## src/rtl/bit_serial_cmp_ctrl_pkg.sv

```systemverilog
// Shared definitions for the bit-serial magnitude comparator.
package bit_serial_cmp_ctrl_pkg;

    // Controller states: wait for a request, walk the bits, report for one cycle.
    typedef enum logic [1:0] {
        IDLE = 2'd0,
        SCAN = 2'd1,
        DONE = 2'd2
    } cmp_state_t;

    // Operand width used when the instantiating level does not override it.
    localparam int DEFAULT_WIDTH = 4;

endpackage

```

## src/rtl/bit_serial_cmp_ctrl_cmp_bit_cell.sv

```systemverilog
// One-bit equality cell shared by every bit position of the serial walk.
// The output is forced low when the cell is not enabled, so a stale bit pair
// can never look like a match outside the scan.
module cmp_bit_cell (
    input  logic x,
    input  logic y,
    input  logic en,
    output logic match
);

    // Gated XNOR of the two operand bits.
    always_comb begin
        match = en & (x ~^ y);
    end

endmodule

```

## src/rtl/bit_serial_cmp_ctrl.sv

```systemverilog
// Bit-serial unsigned comparator controller. Captures two operands on an
// accepted start, compares one bit pair per cycle from the MSB down, stops at
// the first difference, and holds a one-hot eq/gt/lt result until the next
// accepted start.
module bit_serial_cmp_ctrl
    import bit_serial_cmp_ctrl_pkg::*;
#(
    parameter int WIDTH = DEFAULT_WIDTH
) (
    input  logic             clk,
    input  logic             rst_n,
    input  logic             start,
    input  logic [WIDTH-1:0] a,
    input  logic [WIDTH-1:0] b,
    output logic             busy,
    output logic             done,
    output logic             eq,
    output logic             gt,
    output logic             lt
);

    localparam int IDX_W = $clog2(WIDTH);
    localparam logic [IDX_W-1:0] IDX_TOP = IDX_W'(WIDTH - 1);

    cmp_state_t       state;
    cmp_state_t       next_state;
    logic [WIDTH-1:0] a_reg;
    logic [WIDTH-1:0] b_reg;
    logic [IDX_W-1:0] idx;
    logic             cell_en;
    logic             bit_match;

    cmp_bit_cell u_cell (
        .x     (a_reg[idx]),
        .y     (b_reg[idx]),
        .en    (cell_en),
        .match (bit_match)
    );

    // State register; reset returns to IDLE and abandons any scan in flight.
    always_ff @(posedge clk) begin
        if (!rst_n) begin
            state <= IDLE;
        end else begin
            state <= next_state;
        end
    end

    // Next-state and status decode; leaving SCAN at idx 0 keeps idx from wrapping.
    always_comb begin
        next_state = state;
        busy       = 1'b0;
        done       = 1'b0;
        cell_en    = 1'b0;
        case (state)
            IDLE: begin
                if (start) begin
                    next_state = SCAN;
                end
            end
            SCAN: begin
                busy    = 1'b1;
                cell_en = 1'b1;
                if (!bit_match || (idx == '0)) begin
                    next_state = DONE;
                end
            end
            DONE: begin
                done       = 1'b1;
                next_state = IDLE;
            end
            default: begin
                next_state = IDLE;
            end
        endcase
    end

    // Operand capture, bit index walk and result registers.
    always_ff @(posedge clk) begin
        if (!rst_n) begin
            a_reg <= '0;
            b_reg <= '0;
            idx   <= '0;
            eq    <= 1'b0;
            gt    <= 1'b0;
            lt    <= 1'b0;
        end else begin
            case (state)
                IDLE: begin
                    if (start) begin
                        a_reg <= a;
                        b_reg <= b;
                        idx   <= IDX_TOP;
                        eq    <= 1'b0;
                        gt    <= 1'b0;
                        lt    <= 1'b0;
                    end
                end
                SCAN: begin
                    if (!bit_match) begin
                        gt <= a_reg[idx];
                        lt <= b_reg[idx];
                    end else if (idx == '0) begin
                        eq <= 1'b1;
                    end else begin
                        idx <= idx - 1'b1;
                    end
                end
                default: begin
                end
            endcase
        end
    end

endmodule

```

## config.mk

```make
export PLATFORM = sky130hd
export DESIGN_NAME = bit_serial_cmp_ctrl
export DESIGN_NICKNAME = d
export VERILOG_FILES = /design/src/rtl/bit_serial_cmp_ctrl_pkg.sv /design/src/rtl/bit_serial_cmp_ctrl_cmp_bit_cell.sv /design/src/rtl/bit_serial_cmp_ctrl.sv
export SDC_FILE = /design/constraint.sdc
export NUM_CORES = 1
export LEC_CHECK = 0
export CORE_MARGIN = 10
export CORE_UTILIZATION = 45
export CTS_CLUSTER_DIAMETER = 100
export DETAILED_ROUTE_END_ITERATION = 10
export HOLD_SLACK_MARGIN = 0.1
export PLACE_DENSITY = 0.73
export SYNTH_ARGS = -nofsm -noshare
export SYNTH_HDL_FRONTEND = slang
export SYNTH_SLANG_ARGS = --single-unit
```

## constraint.sdc

```tcl
create_clock -name clk -period 2.5 [get_ports clk]
set_clock_uncertainty 0.15 [all_clocks]
set_input_delay 0.375 -clock clk [delete_from_list [all_inputs] [get_ports clk]]
set_output_delay 0.375 -clock clk [all_outputs]
set_load 0.01 [all_outputs]
```

==> flow_summary.yaml, run 1 <==
status:
  status: "finished clean"
clock_tree:
  post_cts_resized: 0
  cts.clk_slew.worst_paths_ns: 0.09
  cts.path.max_buffers: 2
  cts_root_buf: "clkbuf_4"
  hold_buffers: 0
  clock_latency_ns: 0.28
  numCtsBuffers: 3
  clock_sinks: 15
  cts_tree: "built"
  htree_levels: 1
  post_cts_buffers: 0
detailed_routing:
  drt_first_iter_violations: 7
  route.vias.total: 551
  wire_per_inst_um: 13.5
  drt-total-wl_mm: 1.39
  drc_errors: 0
  routed_via_density: 5.35
  postRouteAntennaNets: 0
  firstDrtPassIters: 4
yosys:
  yosys.area_share.simple: 0.178
  avgSynthCellArea_um2: 9.99
  synth_commonest_cells: "dfxtp_1 (15), nor2_1 (13), mux2i_1 (8), inv_1 (5)"
  synthesis.nets: 81
  synth.most_common_cell: "dfxtp_1"
  synth_top_area_frac: 0.436
  synthAdderAreaFrac: 0.0472
  syn_inst: 69
  ys_warn_count: 0
  synth.distinct_cells: 26
  netlist_area_um2: 689
  synth_top_family_by_area: "multiplexers"
  synth_ff_type: "dfxtp_1"
  ys_seq_area_frac: 0.436
  async_reset_ff_frac: 0
  synth_compound_area_frac: 0.0889
  yosys-top-cells-area: "dfxtp_1 (44%), mux2i_1 (12%), nor2_1 (7.1%)"
  synth_edf_count: 0
  synth_xor_area_frac: 0.0127
  synthMuxAreaShare: 0.181
  yosysTopAreaCell: "dfxtp_1"
  ys_ff_latch: 15
grt:
  first_global_vias: 517
  grt_overflow: 0
  grt_pass1_wl_mm: 2.19
  grt_max_degree: 13
  antenna_found_initial: 0
  grtUsageTotal: 0.0798
critical_path:
  cp_max_fo: 5
  cpPeakStageDelay_ns: 0.61
  required_ns: 1.98
  path_cells: "nor2b_1 > clkdlybuf4s50_1"
  end_kind: "primary output"
  cp-start-kind: "flop"
  worstSetupPathType: "reg2out"
  reg2regPathDepth: 4
  cp_slowest_cell: "clkdlybuf4s50_1"
  crit_buf_inv: 1
  cpLargestDelayFamily: "buffers and inverters"
  critPathArrivalTime_ns: 1.61
  cp_num_cells: 2
timing:
  finalCritPeriodShare: 0.855
  max_freq_mhz: 468
  setup_tns_ns: 0
  hold_viol: 0
  worstMarginPinSlew_ns: 0.538
  grt_setup_unrepaired: "no"
  drv_slew: 0
  hold_ws_ns: 0.355
  setup_violations: 0
  post-route-min-period_ns: 2.14
  slew_headroom: 0.641
  fin_ws_ns: 0.362
floorplanning:
  die_width_um: 59.1
  io_pins: 16
  initial_core_util: 0.469
  dieArea_um2: 3500
  die_h_um: 59.1
  core-area_um2: 1470
  num_rows: 14
placement:
  port_buffers: 15
  dp_hpwl_mm: 1.13
  gp_congestion: 0.767
  pre_cts_slack_ns: 0.427
  dpl_cell_area_um2: 847
  placed_cells: 99
power_and_ir_drop:
  p_leak_nw: 0.366
  peakVddDrop_mv: 0.342
  power_density_nw_per_um2: 784
  total_power_uw: 685
final_layout:
  final_nets: 100
  drive_above_1_share: 0.115
  fillers: 142
  instances_no_fill: 103
  synthToLayoutAreaGrowth_pct: 26.7
  num_antenna_cells: 0
  design_area_um2: 873
  final_core_util: 0.594
worst_hold_path:
  hold_class: "reg2reg"
  whs_path_depth: 2
run:
  cap_violations: 0
-- final timing paths --
kind	startpoint	to	slack [ns]
max	state[0]	busy	0.36
min	b_reg[3]	b_reg[3]	0.36
max reg2reg	idx[0]	idx[1]	0.48
min reg2reg	b_reg[3]	b_reg[3]	0.36
-- worst reg2reg max path, delay by kind of cell, from the launching register on --
family,cells,cell delay [ns]
flops,1,0.42
simple gates,1,0.34
xor+xnor,1,0.22
mux,1,0.58
compound gates,1,0.23
-- cells in the final DEF, fill, tap and decap left out, types with 2 or more instances in the layout --
| master | instances |
|---|---|
| and3_1 | 2 |
| clkbuf_4 | 3 |
| mux4_2 | 2 |
| o21ai_0 | 2 |
| nor2b_1 | 2 |
| dfxtp_1 | 15 |
| inv_1 | 5 |
| maj3_1 | 2 |
| clkdlybuf4s50_1 | 15 |
| mux2i_1 | 8 |
| nand2_1 | 2 |
| nor2_1 | 13 |
-- cells by family (layout without fill, tap and decap cells) --
family / count (synthesis) / after routing
and+or+nand+nor: 25 / 25
AOI/OAI and AO/OA: 8 / 8
muxes: 10 / 10
buffers and inverters: 7 / 25
adders and majority gates: 3 / 3
xor gates and xnor gates: 1 / 1
DFF: 15 / 15
-- power by group --
group	total [mW]	switching [mW]	internal (mW)	leakage [nW]
logic	0.242	0.117	0.124	0.227
clock network	0.138	0.0760	0.0620	0.0150
registers	0.305	0.0290	0.276	0.123
-- layer usage --
metal / part of all wire / global-route usage / wire length (µm) / vias to the layer above
li1: - / - / - / 277
met1: 0.44 / 0.0831 / 617 / 248
met2: 0.46 / 0.135 / 636 / 21
met3: 0.071 / 0.0258 / 99 / 5
met4: 0.026 / 0.0492 / 36 / 0
met5: 0 / 0 / 0 / -
-- area by class of cell --
type	count	area (µm²)	share of cell area
inverter	5	18.8	0.0215
tap	16	20.0	0.0229
clock buffer	4	26.3	0.0301
timing repair buffer	16	158	0.181
sequential	15	300	0.344
multi-input combinational	47	350	0.401
(Power assumes the default switching activity.)
==> run 2: changes to the inputs <==
SETUP_SLACK_MARGIN = 0.2   (was not set)
==> results of run 2 <==
The final DEF is identical to that of run 1; final timing and power are the same.
